File: src/rtl/csi_rx_lane_align_if.sv
// Lane-side bundle of the CSI-2 byte aligner: raw deserialiser bytes in, deskewed lane-coherent bytes out.
// master drives lane_en/deser_in (PHY side), slave is the aligner.
interface csi_rx_lane_align_if #(
   parameter int unsigned NUM_LANES = 2
);
   logic                   lane_en;
   logic [8*NUM_LANES-1:0] deser_in;
   logic [8*NUM_LANES-1:0] byte_out;
   logic                   byte_valid;
   logic                   aligned;
   logic [3*NUM_LANES-1:0] lane_offset;
   logic                   align_err;

   modport master (
      output lane_en, deser_in,
      input  byte_out, byte_valid, aligned, lane_offset, align_err
   );

   modport slave (
      input  lane_en, deser_in,
      output byte_out, byte_valid, aligned, lane_offset, align_err
   );
endinterface

File: src/rtl/csi_rx_lane_align.sv
// Per-lane polarity fix, HS sync hunt with bit realignment, and FIFO deskew across D-PHY lanes.
// First byte 3 edges after sync completes in the window; no backpressure, skew beyond the FIFO raises align_err.
module csi_rx_lane_align #(
   parameter int unsigned NUM_LANES    = 2,
   parameter logic [3:0]  INVERT       = 4'b0,
   parameter logic [7:0]  SYNC_BYTE    = 8'hB8,
   parameter int unsigned DESKEW_DEPTH = 4,
   parameter int unsigned HUNT_TIMEOUT = 64
) (
   input  logic               byte_clock,
   input  logic               reset_n,
   csi_rx_lane_align_if.slave bus
);
   localparam int unsigned AW       = $clog2(DESKEW_DEPTH);
   localparam logic [7:0]  CNT_LAST = 8'(HUNT_TIMEOUT - 1);

   typedef enum logic [1:0] {IDLE, HUNT, LOCKED, ERR} state_e;

   state_e      state_q [NUM_LANES];
   state_e      state_d [NUM_LANES];
   logic [7:0]  curr_q  [NUM_LANES];
   logic [7:0]  prev_q  [NUM_LANES];
   logic [7:0]  cnt_q   [NUM_LANES];
   logic [7:0]  cnt_d   [NUM_LANES];
   logic [2:0]  off_q   [NUM_LANES];
   logic [2:0]  off_d   [NUM_LANES];
   logic [7:0]  mem_q   [NUM_LANES][DESKEW_DEPTH];
   logic [AW:0] wptr_q  [NUM_LANES];
   logic [AW:0] rptr_q  [NUM_LANES];

   logic [14:0] win     [NUM_LANES];
   logic        match   [NUM_LANES];
   logic [2:0]  mofs    [NUM_LANES];
   logic [7:0]  wbyte   [NUM_LANES];
   logic        full    [NUM_LANES];
   logic        empty   [NUM_LANES];
   logic        wr      [NUM_LANES];
   logic [8*NUM_LANES-1:0] heads;
   logic        all_locked, all_avail, any_err, ovf, rd_en, flush;

   logic [8*NUM_LANES-1:0] byte_out_q, byte_out_d;
   logic        byte_valid_q, byte_valid_d;
   logic        aligned_q, aligned_d;
   logic        err_q, err_d;

   // Bit 15 of {curr, prev} never feeds a candidate, so the window stops at bit 14.
   always_comb begin
      all_locked = 1'b1;
      all_avail  = 1'b1;
      any_err    = 1'b0;
      ovf        = 1'b0;
      heads      = '0;
      for (int i = 0; i < NUM_LANES; i++) begin
         win[i]   = {curr_q[i][6:0], prev_q[i]};
         match[i] = 1'b0;
         mofs[i]  = 3'd0;
         for (int o = 7; o >= 0; o--) begin
            if (win[i][o +: 8] == SYNC_BYTE) begin
               match[i] = 1'b1;
               mofs[i]  = 3'(o);
            end
         end
         wbyte[i] = win[i][off_q[i] +: 8];
         full[i]  = (wptr_q[i][AW] != rptr_q[i][AW]) &&
                    (wptr_q[i][AW-1:0] == rptr_q[i][AW-1:0]);
         empty[i] = (wptr_q[i] == rptr_q[i]);
         heads[8*i +: 8] = mem_q[i][rptr_q[i][AW-1:0]];
         all_locked = all_locked && (state_q[i] == LOCKED);
         all_avail  = all_avail && !empty[i];
         any_err    = any_err || (state_q[i] == ERR);
      end
      rd_en = bus.lane_en && all_locked && all_avail;
      flush = !bus.lane_en || any_err;
      for (int i = 0; i < NUM_LANES; i++) begin
         wr[i] = (state_q[i] == LOCKED) && !flush && (!full[i] || rd_en);
         ovf   = ovf || ((state_q[i] == LOCKED) && full[i] && !rd_en);
      end
   end

   always_comb begin
      for (int i = 0; i < NUM_LANES; i++) begin
         state_d[i] = state_q[i];
         cnt_d[i]   = cnt_q[i];
         off_d[i]   = off_q[i];
         if (!bus.lane_en) begin
            state_d[i] = IDLE;
            cnt_d[i]   = '0;
            off_d[i]   = '0;
         end else if (ovf) begin
            state_d[i] = ERR;
         end else begin
            case (state_q[i])
               IDLE: begin
                  state_d[i] = HUNT;
                  cnt_d[i]   = '0;
               end
               HUNT: begin
                  cnt_d[i] = cnt_q[i] + 8'd1;
                  if (match[i]) begin
                     state_d[i] = LOCKED;
                     off_d[i]   = mofs[i];
                  end else if (cnt_q[i] == CNT_LAST) begin
                     state_d[i] = ERR;
                  end
               end
               default: ;
            endcase
         end
      end
   end

   always_comb begin
      byte_valid_d = rd_en;
      byte_out_d   = rd_en ? heads : '0;
      aligned_d    = !flush && (aligned_q || rd_en);
      err_d        = bus.lane_en && (err_q || any_err);
   end

   always_ff @(posedge byte_clock or negedge reset_n) begin
      if (!reset_n) begin
         for (int i = 0; i < NUM_LANES; i++) begin
            state_q[i] <= IDLE;
            curr_q[i]  <= '0;
            prev_q[i]  <= '0;
            cnt_q[i]   <= '0;
            off_q[i]   <= '0;
            wptr_q[i]  <= '0;
            rptr_q[i]  <= '0;
         end
         byte_out_q   <= '0;
         byte_valid_q <= 1'b0;
         aligned_q    <= 1'b0;
         err_q        <= 1'b0;
      end else begin
         for (int i = 0; i < NUM_LANES; i++) begin
            curr_q[i]  <= bus.deser_in[8*i +: 8] ^ {8{INVERT[i]}};
            prev_q[i]  <= curr_q[i];
            state_q[i] <= state_d[i];
            cnt_q[i]   <= cnt_d[i];
            off_q[i]   <= off_d[i];
            if (flush) begin
               wptr_q[i] <= '0;
               rptr_q[i] <= '0;
            end else begin
               if (wr[i]) wptr_q[i] <= wptr_q[i] + 1'b1;
               if (rd_en) rptr_q[i] <= rptr_q[i] + 1'b1;
            end
         end
         byte_out_q   <= byte_out_d;
         byte_valid_q <= byte_valid_d;
         aligned_q    <= aligned_d;
         err_q        <= err_d;
      end
   end

   always_ff @(posedge byte_clock) begin
      for (int i = 0; i < NUM_LANES; i++) begin
         if (wr[i]) mem_q[i][wptr_q[i][AW-1:0]] <= wbyte[i];
      end
   end

   always_comb begin
      bus.lane_offset = '0;
      for (int i = 0; i < NUM_LANES; i++) bus.lane_offset[3*i +: 3] = off_q[i];
   end

   assign bus.byte_out   = byte_out_q;
   assign bus.byte_valid = byte_valid_q;
   assign bus.aligned    = aligned_q;
   assign bus.align_err  = err_q;
endmodule

File: src/flat_wrapper.sv
// flat-port wrapper written by rule: the top's interface ports become plain ports
module csi_rx_lane_align_flat 
#(
   parameter int unsigned NUM_LANES    = 2,
   parameter logic [3:0]  INVERT       = 4'b0,
   parameter logic [7:0]  SYNC_BYTE    = 8'hB8,
   parameter int unsigned DESKEW_DEPTH = 4,
   parameter int unsigned HUNT_TIMEOUT = 64
)
  (byte_clock, reset_n, bus_lane_en, bus_deser_in, bus_byte_out, bus_byte_valid, bus_aligned, bus_lane_offset, bus_align_err);
  csi_rx_lane_align_if #(.NUM_LANES(NUM_LANES)) bus_i ();
  input  logic byte_clock;
  input  logic reset_n;
  input wire logic [$bits(bus_i.lane_en)-1:0] bus_lane_en;
  input wire logic [$bits(bus_i.deser_in)-1:0] bus_deser_in;
  output wire logic [$bits(bus_i.byte_out)-1:0] bus_byte_out;
  output wire logic [$bits(bus_i.byte_valid)-1:0] bus_byte_valid;
  output wire logic [$bits(bus_i.aligned)-1:0] bus_aligned;
  output wire logic [$bits(bus_i.lane_offset)-1:0] bus_lane_offset;
  output wire logic [$bits(bus_i.align_err)-1:0] bus_align_err;
  assign bus_i.lane_en = bus_lane_en;
  assign bus_i.deser_in = bus_deser_in;
  assign bus_byte_out = bus_i.byte_out;
  assign bus_byte_valid = bus_i.byte_valid;
  assign bus_aligned = bus_i.aligned;
  assign bus_lane_offset = bus_i.lane_offset;
  assign bus_align_err = bus_i.align_err;
  csi_rx_lane_align #(.NUM_LANES(NUM_LANES), .INVERT(INVERT), .SYNC_BYTE(SYNC_BYTE), .DESKEW_DEPTH(DESKEW_DEPTH), .HUNT_TIMEOUT(HUNT_TIMEOUT)) u_core (.byte_clock(byte_clock), .reset_n(reset_n), .bus(bus_i));
endmodule
File: config.mk
export PLATFORM = sky130hd
export DESIGN_NAME = csi_rx_lane_align_flat
export DESIGN_NICKNAME = d
export VERILOG_FILES = /design/src/rtl/csi_rx_lane_align_if.sv /design/src/rtl/csi_rx_lane_align.sv /design/src/flat_wrapper.sv
export SDC_FILE = /design/constraint.sdc
export NUM_CORES = 1
export LEC_CHECK = 0
export CAP_MARGIN = 20
export CORE_ASPECT_RATIO = 1.75
export CORE_MARGIN = 2
export CORE_UTILIZATION = 45
export CTS_CLUSTER_DIAMETER = 200
export CTS_CLUSTER_SIZE = 8
export DETAILED_ROUTE_END_ITERATION = 10
export GPL_TIMING_DRIVEN = 0
export SLEW_MARGIN = 20
export SYNTH_ARGS = -nofsm -noshare
export SYNTH_HDL_FRONTEND = slang
export SYNTH_SLANG_ARGS = --single-unit
File: constraint.sdc
create_clock -name byte_clock -period 7 [get_ports byte_clock]
set_clock_uncertainty 0.1 [all_clocks]
set_input_delay 1.4 -clock byte_clock [delete_from_list [all_inputs] [get_ports byte_clock]]
set_output_delay 1.4 -clock byte_clock [all_outputs]
set_load 0.02 [all_outputs]
# After elaboration in Yosys (flattened, before gate mapping)
# Memory sizes are Yosys's and may differ from the RTL's.
# Cells that the tools add are included.
[totals]
out_inout_bits = 25
elab_cells = 200
mem_count = 1
ram_bits = 64
input_bits = 19
register_bits = 89
[classes]
n_bitwise = 4
shift = 2
n_reduce_logical = 43
magnitude_cmp = 6
mux = 79
add_sub_neg = 6
eq_ne = 41
[mem_list]
columns = ["name", "words", "word_bits", "read_ports", "rd_ports_with_merged_regs", "wr", "line_no", "rtl"]
rows = [
  ["u_core.mem_q", 2, 32, 2, 0, 2, "csi_rx_lane_align.sv:27", "logic [7:0] mem_q [NUM_LANES][DESKEW_DEPTH];"],
]
[ops]
columns = ["operator", "n"]
rows = [
  ["8-bit equality test, second input constant", 16],
  ["3-bit two-way mux", 32],
  ["8-bit two-way mux", 10],
  ["32-bit two-way mux", 2],
  ["8-bit binary-select mux with 2-bit select", 2],
  ["8-bit demux with 2-bit select", 2],
  ["8-bit one-hot mux with 2 select lines", 2],
  ["15-bit by 4-bit variable part select with 8-bit output", 2],
  ["1-bit logical AND", 18],
  ["1-bit two-way mux", 18],
  ["8-bit by 1-bit adder with 8-bit output, second input constant", 2],
  ["8-bit by 6-bit equality test with 1-bit output, second input constant", 2],
  ["16-bit two-way mux", 1],
  ["2-bit two-way mux", 8],
  ["3-bit by 1-bit adder with 3-bit output, second input constant", 4],
  ["3-bit greater-or-equal comparator, second input constant", 4],
  ["2-bit inverter with 3-bit output", 4],
  ["5-bit by 2-bit != test with 1-bit output, second input constant", 2],
  ["2-bit equality test, second input constant", 4],
  ["2-bit by 1-bit != test with 1-bit output, second input constant", 4],
  ["4-bit by 1-bit != test with 1-bit output, second input constant", 2],
  ["2-bit one-hot mux with 2 select lines", 2],
  ["2-bit AND reduction", 4],
  ["1-bit logical NOT", 7],
  ["11 further kinds", 27],
]

# Longest topological paths before layout
[depth]
ltp_word = 13
depth_mapped = 7

# Least setup slack after synthesis
# Ideal clock, no wire load.
[synth_path]
path_type = "input -> register"
from = "in bus_lane_en"
to = "mem u_core.mem_q[0][32] in the netlist's numbering (enable)"
setup_ns = 0.383
setup_slack_ns = 4.015
t_arrival_ns = 2.501
path_buffers = 1
required_ns = 6.517
stages = 3
path_cell_list = "clkbuf_1 nand2_1 nor3_1"
[synth_rtl]
columns = ["item", "line_no", "rtl"]
rows = [
  ["start: declaration", "flat_wrapper.sv:14", "input wire logic [$bits(bus_i.lane_en)-1:0] bus_lane_en;"],
  ["end: declaration", "csi_rx_lane_align.sv:27", ""],
]

==> results.json <==
{
  "cts_buffers": 17,
  "power_mw": 1.97,
  "ys_types": 54,
  "setup_tns_ns": 0,
  "post_cts_buffers": 0,
  "rsz0062_at_grt": "no",
  "synth_edf_count": 64,
  "initialDrtViolationCount": 261,
  "syn_inst": 561,
  "drc": 0,
  "initial_core_util_pct": 45.9,
  "hp-class": "flop to flop",
  "dr.pass1.iters": 5,
  "grt_max_degree": 63,
  "die_h_um": 170,
  "ys_warn_count": 0,
  "cp_max_fo": 10,
  "power_switching_mw": 0.460,
  "period_minus_slack_ns": 3.45,
  "synth_compound_area_share_pct": 9.06,
  "portBuffers": 43,
  "synth.avg_cell_area_um2": 12.6,
  "postCtsHoldBufs": 0,
  "ant_nets": 0,
  "antenna_found_initial": 0,
  "core_area_um2": 15400,
  "pwr-share-seq_pct": 49.2,
  "post-route-period-util_pct": 49.2,
  "drv_cap": 0,
  "die_area_um2": 16700,
  "clk_latency_ns": 0.41,
  "num_vias": 4716,
  "post_cts_resized": 0,
  "grt_usage_pct": 18.1,
  "syn_area_um2": 7060,
  "grt-ovfl-total": 0,
  "synth_top_family_by_area": "simple AND/OR/NAND/NOR gates",
  "cp-startpoint": "bus_lane_en",
  "worst-endpoint-required_ns": 6.96,
  "ctsLongestPathBuffers": 2,
  "ir_worst_vdd_v": 0.000141,
  "die_w_um": 98.7,
  "cp-end-kind": "flop",
  "rows": 60,
  "r2r-start": "u_core.rptr_q[4]$_DFFE_PN0P_",
  "slew_headroom_pct": 50.5,
  "cts_sinks": 153,
  "ys.flop_type": "dfrtp_1",
  "drt-total-wl_um": 14300,
  "fin_util_pct": 54.3,
  "hp-start": "u_core.curr_q[15]$_DFF_PN0_",
  "path_clk_slew_ns": 0.07,
  "synth_xor_area_share_pct": 1.72,
  "tightest_slew_ns": 0.742,
  "syn_nets": 592,
  "outcome": "completed",
  "drt-vias-per-instance": 5.73,
  "gp_congestion": 0.853,
  "power.internal_mw": 1.51,
  "seq_area_frac_synth_pct": 58.8,
  "cts_max_level": 4,
  "p_per_area_nw_per_um2": 236,
  "synthArstFlopShare_pct": 58.2,
  "finalMaxSlewViolations": 0,
  "synth_mux_area_share_pct": 10.4,
  "synthAdderAreaFrac_pct": 2.13,
  "worstSetupPathType": "input port to flop",
  "worstPathArrival_ns": 3.41,
  "regArea_um2": 4150,
  "dp_hpwl_um": 10200,
  "cts_tree": "built",
  "ys_ff_latch": 153,
  "ioPinCount": 44,
  "combPwrFrac_pct": 4.0,
  "start_kind": "input port",
  "syn_to_final_growth_pct": 18.4,
  "drive_above_1_share_pct": 10.8,
  "multiInputGateArea_um2": 2730,
  "power.leakage_nw": 3.23,
  "finalSetupViolations": 0,
  "max_freq_mhz": 290,
  "yosys.area_share.simple_pct": 15.3,
  "diodes": 0,
  "pwr-share-clk_pct": 46.8,
  "fin_nets": 655,
  "grt_pass1_wl_um": 24200,
  "grt_pass1_vias": 4870,
  "num-fill-cells": 1263,
  "clockRootBuffer": "clkbuf_16",
  "hold_viol": 0,
  "drt-wirelength-per-cell_um": 17.3,
  "swShare_pct": 23.3
}
-- through the flow --
step	cell area (µm²)	setup slack, ns	std cells	hold WS (ns)
floorplan	7060	4.02	561	0.231
global placement	7720	1.07	790	0.235
detailed placement	7750	3.09	791	0.238
CTS	8360	3.52	823	0.254
global route	8360	3.38	823	0.266
finish	8360	3.55	823	0.252
-- registers in the layout, indices dropped and copies added, names as in the netlist --
signal,cells
u_core.cnt_q,16
u_core.bus.aligned,1
u_core.bus.align_err,1
u_core.bus.lane_offset,6
u_core.rptr_q,6
u_core.bus.byte_valid,1
u_core.curr_q,16
u_core.wptr_q,6
u_core.state_q,4
u_core.bus.byte_out,16
u_core.prev_q,16
u_core.mem_q,64
-- path summary, 6_finish.rpt --
check                      slack, ns  cells after the start                          endpoint
min                             0.25                      0       u_core.prev_q[15]$_DFF_PN0_
max reg2reg                     4.59                      5     u_core.mem_q[0][33]$_DFFE_PP_
min reg2reg                     0.25                      0       u_core.prev_q[15]$_DFF_PN0_
max                             3.55                      5     u_core.mem_q[0][20]$_DFFE_PP_
max in group asynchronous       5.44                      2        u_core.curr_q[2]$_DFF_PN0_
min in group asynchronous       0.74                      1  u_core.bus.byte_out[1]$_DFF_PN0_
-- placed cells by master (no fill, tap or decap), types with 11 or more instances in the layout --
cell	netlist	layout
a21oi_1	17	17
and3_1	27	27
clkbuf_1	18	19
clkbuf_16	0	18
clkdlybuf4s50_1	0	42
dfrtp_1	89	89
edfxtp_1	64	64
ha_1	12	12
inv_1	20	20
mux2i_1	18	18
mux4_2	23	23
nand2_1	47	47
nand3_1	29	29
nor2_1	26	26
nor2b_1	11	11
nor4bb_1	20	20
o21ai_0	42	42
-- synthesized netlist by cell type, types with 5 or more instances --
cell,n,area [µm²]
dfrtp_1,89,2230
edfxtp_1,64,1920
nand2_1,47,176
o21ai_0,42,210
nand3_1,29,145
and3_1,27,169
nor2_1,26,97.6
mux4_2,23,518
inv_1,20,75.1
nor4bb_1,20,200
clkbuf_1,18,67.6
mux2i_1,18,180
a21oi_1,17,85.1
ha_1,12,150
nor2b_1,11,68.8
o211ai_1,8,60.1
xnor2_1,7,61.3
and2_1,6,37.5
nor3_1,6,30.0
a31oi_1,5,31.3
nand4_1,5,31.3
o31ai_1,5,37.5
xor2_1,5,43.8
-- worst max-delay path, cell delays in order --
cell             delay, ns
clkdlybuf4s50_1       0.53
clkbuf_1              0.33
and2_1                0.26
clkbuf_1              0.38
and3_1                0.50
-- area by class of cell --
cell class	count	area share (%)
inverters	21	0.943
well taps	186	2.79
flip-flops and latches	153	49.7
clock buffers	19	5.44
plain buffers	24	1.26
repair buffers	44	5.50
clock inverters	13	1.77
multi-input cells	363	32.7
-- power by group through the flow --
| stage | logic (mW) | clock network [mW] | registers, mW |
|---|---|---|---|
| 2_1_floorplan | 0.0431 | 0 | 0.981 |
| 3_3_place_gp | 0.0752 | 0 | 0.987 |
| 3_5_place_dp | 0.0800 | 0 | 0.987 |
| 4_1_cts | 0.0802 | 0.948 | 0.969 |
| 5_1_grt | 0.0897 | 0.983 | 0.971 |
| 6_report | 0.0792 | 0.922 | 0.969 |
-- layer usage --
metal	share of wire [%]	GRT usage (%)	routed length, µm	vias to the layer above
li1	-	-	-	2250
met1	41	22.2	5920	2331
met2	54	31.7	7740	117
met3	2.7	2.92	384	18
met4	1.7	7.39	238	0
met5	0	0	0	-
-- logic make-up (layout without fill, tap and decap cells) --
logic type | after synthesis | in the layout
adders and majority gates | 12 | 12
muxes | 44 | 44
buffers and inverters | 45 | 121
xor gates and xnor gates | 13 | 13
DFF | 153 | 153
AOI/OAI and AO/OA | 101 | 101
and+or+nand+nor | 193 | 193
Power figures use the tool's default switching activity.
